<file path="src/rtl/noc_pkg.sv">
// Shared definitions for the tree NoC: packet layout and merge-node FSM states.
package noc_pkg;

  localparam int W       = 9;
  localparam int ADDR_HI = 8;
  localparam int ADDR_LO = 5;

  typedef logic [W-1:0] packet_t;

  typedef enum logic [1:0] {
    IDLE,
    SEND_S,
    SEND_OUT
  } state_t;

endpackage

</file>
<file path="src/rtl/rr_arb2.sv">
// Two-way round-robin arbiter. The pointer names the input that wins a tie and
// moves to the loser of every grant, so two continuously requesting inputs alternate.
module rr_arb2 (
  input  logic       CLK,
  input  logic       _RESET,
  input  logic [1:0] req,
  input  logic       grant_en,
  output logic       gnt_idx
);

  logic prio;

  // Winner: the pointer on a tie, otherwise whichever input is requesting.
  always_comb begin
    // NOTE: default assignment first so no path leaves gnt_idx unassigned (no latch).
    gnt_idx = 1'b0;
    if (req == 2'b11)
      gnt_idx = prio;
    else if (req[1])
      gnt_idx = 1'b1;
  end

  // Pointer update: after each grant the other input gets the next tie.
  always_ff @(posedge CLK) begin
    // NOTE: sequential state uses non-blocking assignments only.
    if (!_RESET)
      prio <= 1'b0;
    else if (grant_en && (req != 2'b00))
      prio <= ~gnt_idx;
  end

endmodule

</file>
<file path="src/rtl/merge14.sv">
// Two-to-one upward merge node. Each child channel feeds a one-entry holding
// register; a round-robin grant picks a full hold, the source index is sent on S
// and only after S is accepted is the untouched packet presented on Out.
module merge14
  import noc_pkg::*;
(
  input  logic    CLK,
  input  logic    _RESET,
  input  packet_t In0_data,
  input  logic    In0_valid,
  output logic    In0_ready,
  input  packet_t In1_data,
  input  logic    In1_valid,
  output logic    In1_ready,
  output logic    S_data,
  output logic    S_valid,
  input  logic    S_ready,
  output packet_t Out_data,
  output logic    Out_valid,
  input  logic    Out_ready
);

  state_t  state;
  packet_t hold0, hold1;
  packet_t out_reg;
  logic    full0, full1;
  logic    sel;
  logic    grant;
  logic    gnt_idx;
  logic    take0, take1;

  // Ready comes straight from the registered full flags.
  assign In0_ready = !full0;
  assign In1_ready = !full1;
  assign take0     = In0_valid && In0_ready;
  assign take1     = In1_valid && In1_ready;
  assign grant     = (state == IDLE) && (full0 || full1);
  assign S_data    = sel;
  assign Out_data  = out_reg;

  rr_arb2 u_arb (
    .CLK      (CLK),
    ._RESET   (_RESET),
    .req      ({full1, full0}),
    .grant_en (grant),
    .gnt_idx  (gnt_idx)
  );

  // Hold data capture; contents are only meaningful while the full flag is set.
  always_ff @(posedge CLK) begin
    // NOTE: data-only registers are left unreset; the full flags qualify them.
    if (take0) hold0 <= In0_data;
    if (take1) hold1 <= In1_data;
  end

  // Full flags: cleared by a grant in IDLE, set by an input transfer.
  always_ff @(posedge CLK) begin
    if (!_RESET) begin
      full0 <= 1'b0;
      full1 <= 1'b0;
    end else begin
      if (grant && !gnt_idx)     full0 <= 1'b0;
      else if (take0)            full0 <= 1'b1;
      if (grant && gnt_idx)      full1 <= 1'b0;
      else if (take1)            full1 <= 1'b1;
    end
  end

  // Sequencing FSM: grant, then source on S, then packet on Out.
  always_ff @(posedge CLK) begin
    if (!_RESET) begin
      state     <= IDLE;
      sel       <= 1'b0;
      out_reg   <= '0;
      S_valid   <= 1'b0;
      Out_valid <= 1'b0;
    end else begin
      case (state)
        IDLE: begin
          if (grant) begin
            sel     <= gnt_idx;
            out_reg <= gnt_idx ? hold1 : hold0;
            S_valid <= 1'b1;
            state   <= SEND_S;
          end
        end
        SEND_S: begin
          if (S_ready) begin
            S_valid   <= 1'b0;
            Out_valid <= 1'b1;
            state     <= SEND_OUT;
          end
        end
        SEND_OUT: begin
          if (Out_ready) begin
            Out_valid <= 1'b0;
            state     <= IDLE;
          end
        end
        default: begin
          S_valid   <= 1'b0;
          Out_valid <= 1'b0;
          state     <= IDLE;
        end
      endcase
    end
  end

endmodule

</file>
<file path="config.mk">
export PLATFORM = sky130hd
export DESIGN_NAME = merge14
export DESIGN_NICKNAME = d
export VERILOG_FILES = /design/src/rtl/noc_pkg.sv /design/src/rtl/rr_arb2.sv /design/src/rtl/merge14.sv
export SDC_FILE = /design/constraint.sdc
export NUM_CORES = 1
export LEC_CHECK = 0
export CAP_MARGIN = 20
export CORE_UTILIZATION = 40
export DETAILED_ROUTE_END_ITERATION = 16
export PLACE_DENSITY = 0.69
export SETUP_SLACK_MARGIN = 0.1
export SYNTH_ARGS = -nofsm -noshare
export SYNTH_HDL_FRONTEND = slang
export SYNTH_SLANG_ARGS = --single-unit
</file>
<file path="constraint.sdc">
create_clock -name CLK -period 3.65 [get_ports CLK]
set_input_delay 0.5475 -clock CLK [delete_from_list [all_inputs] [get_ports CLK]]
set_output_delay 0.5475 -clock CLK [all_outputs]
set_load 0.05 [all_outputs]
</file>
==> key figures <==
Clocking
  – Worst skew pair latency: 0.34 ns
  – Clock transition at the registers of the reported paths: 0.11 ns
  – # hold bufs at CTS: 0
  – CTS tree: yes
  – Post-CTS Repair Setup Buffers: 0
  – Htree depth: 2
  – Post-cts sizing count: 0
  – Root Buffer: clkbuf_4
  – Bufs on Longest Clock Path: 2
  – Num CTS Buffers: 5
  – CTS Sinks: 35

Drt
  – DRC: 0
  – Routed WL: 2540 um
  – Routed wire per std cell: 13.3 um
  – Post-DRT Antenna Nets: 0
  – Vias per inst: 5.07
  – DR pass1 iterations: 4
  – Via count: 969
  – Initial DRC count: 57

Logic synthesis
  – Mean post-synth cell area: 12.3 um^2
  – Synth Warn #: 0
  – Unique masters post-synth: 29
  – Post-Syn Area: 1350 um^2
  – Cell taking the most area after synthesis: edfxtp_1
  – Syn Inst Count: 110
  – Synth top area cells: edfxtp_1 (40%), dfxtp_1 (25%), a311oi_1 (5.2%)
  – Flops & latches, synth: 35
  – Sequential-to-total area share from yosys stat: 65.1%
  – Synthesized Nets: 134
  – Post-synth top area share: 39.9%

Critical path
  – Crit-path max FO: 15
  – CP max-delay cell: clkdlybuf4s50_1
  – Critical Path RT: 3.10 ns
  – CP startpoint kind: flip-flop
  – Critical path class: flip-flop to output port
  – Critical Path, Cell by Cell: inv_1 -> clkdlybuf4s50_1
  – Crit path largest cell delay: 0.75 ns
  – Crit-path leading delay family: buffers and inverters
  – CP endpoint kind: output port
  – Sum of buffers and inverters on the critical path: 2
  – CP arrival: 1.94 ns

Run status
  – Status: finished clean

GRT
  – Initial antenna violation count: 0
  – Global-route wire length before repair: 4040 um
  – Tot GR Track Use: 15.9%
  – Grt ovf: 0
  – Largest net degree at the start of global routing: 16
  – Vias in the first global route: 887

Power and ir drop
  – Internal: 630 uW
  – Total power: 940 uW
  – Power Density: 530 nW/um^2
  – Pleak: 0.000600 uW
  – Comb pwr share: 27.4%
  – Net switching power: 310 uW
  – Sw Ratio: 33.0%
  – Clock share of power: 20.7%
  – Seq pwr share: 51.9%
  – Worst VDD drop: 251 uV

Floorplan
  – Die Area: 3620 um^2
  – Die W: 60.2 um
  – Placement Rows: 20
  – Die Y-Extent: 60.2 um
  – Starting Density: 43.3%
  – Core Footprint: 3130 um^2
  – Boundary Pins: 38

Placed design
  – Placed cell count: 183
  – Buffers on Ports: 37
  – GP Congestion: 0.788
  – DPL Wire Length: 1860 um

Final layout
  – Final core occ: 56.8%
  – Area Overhead vs Synth: 31.1%
  – # diodes: 0
  – Layout Cells excl Fill: 191
  – Final #Nets: 170
  – Fill cells: 296
  – Commonest non-fill, non-tap cell in the layout: clkdlybuf4s50_1
  – Most frequent cells in the layout: clkdlybuf4s50_1 (37), edfxtp_1 (18), dfxtp_1 (17)
  – Layout cells sized above 1: 6.12%

STA
  – Post-layout min period: 2.49 ns
  – # setup viols final: 0
  – Fin crit share: 68.2%
  – Clock Skew: 0.0157 ns
  – Pins Over Slew Limit: 0
  – Slew @ Worst Pin: 0.698 ns
  – F_max: 0.401 GHz
  – Hold Fails Final Rpt: 0
  – RSZ-0062 raised after global routing: false
  – Setup TNS: 0 ns
  – Slew margin rel.: 53.3%

Flow run
  – Max Cap Violations: 0

Min path
  – Worst Hold Class: flip-flop to flip-flop
==> tightest hold or removal path, stage by stage (launching register included) <==
cell and delay (ns):
dfxtp_1 0.33, nand2_1 0.05, a21oi_1 0.06
==> power by group through the flow <==
stage	logic [uW]	registers, uW	clock network [uW]
after floorplan	111	560	0
after CTS	260	488	197
after global routing	278	494	220
final	258	487	195
after global placement	258	495	0
after detailed placement	260	497	0
==> kinds of logic after synthesis <==
logic type / count (synthesis) / synth area share [%]
AOI/OAI and AO/OA: 48 / 22.9
buffers and inverters: 11 / 4.71
DFF: 35 / 65.1
and+or+nand+nor: 16 / 7.30
==> final cells by class <==
class                           count  area (um^2)  share of cell area (%)
Sequential cell                    35          881                    49.6
Multi-Input combinational cell     64          409                    23.0
Timing Repair Buffer               37          370                    20.9
Tap cell                           44         55.1                    3.10
Clock buffer                        6         41.3                    2.33
Inverter                            3         11.3                   0.634
Clock inverter                      2         7.51                   0.423
==> cells in the mapped netlist (all sizes together) <==
master,instances
edfxtp,18
dfxtp,17
o21ai,14
a21oi,12
a311oi,8
o211ai,8
buf,5
nor2,5
clkbuf,3
and2b,2
inv,2
nand2,2
o211a,2
or2,2
a22oi,1
a31oi,1
clkinv,1
nand3b,1
nand4b,1
nor2b,1
nor3b,1
o2111ai,1
o21a,1
or3,1
==> worst paths after layout <==
path	start	endpoint	slack, ns	depth (start not counted)
setup / recovery	full1	In1_ready	1.16	2
hold reg to reg	Out_valid	Out_valid	0.48	2
hold / removal	Out_valid	Out_valid	0.48	2
setup reg to reg	full1	Out_data[5]	2.01	3
==> registers in the layout (all words and copies together), names as in the netlist <==
signal and count:
Out_data 9, hold0 9, hold1 9, state 2, Out_valid 1, S_data 1, S_valid 1, full0 1
full1 1, u_arb.prio 1
==> per-stage QoR <==
stage | hold slack (ns) | cell area [um^2] | worst slack, ns
floorplan | 0.485 | 1350 | 2.26
global placement | 0.446 | 1730 | 1.56
detailed placement | 0.476 | 1730 | 1.51
CTS | 0.491 | 1780 | 1.14
global route | 0.517 | 1780 | 1.02
finish | 0.482 | 1780 | 1.16
==> metal layers <==
metal  vias up  track usage [%]  share of wire [%]
li1        496                -                  -
met1       429             20.4                 49
met2        38             22.9                 43
met3         6             5.63                6.9
met4         0             9.30                1.7
met5         -                0                  0
(Power assumes the default switching activity.)
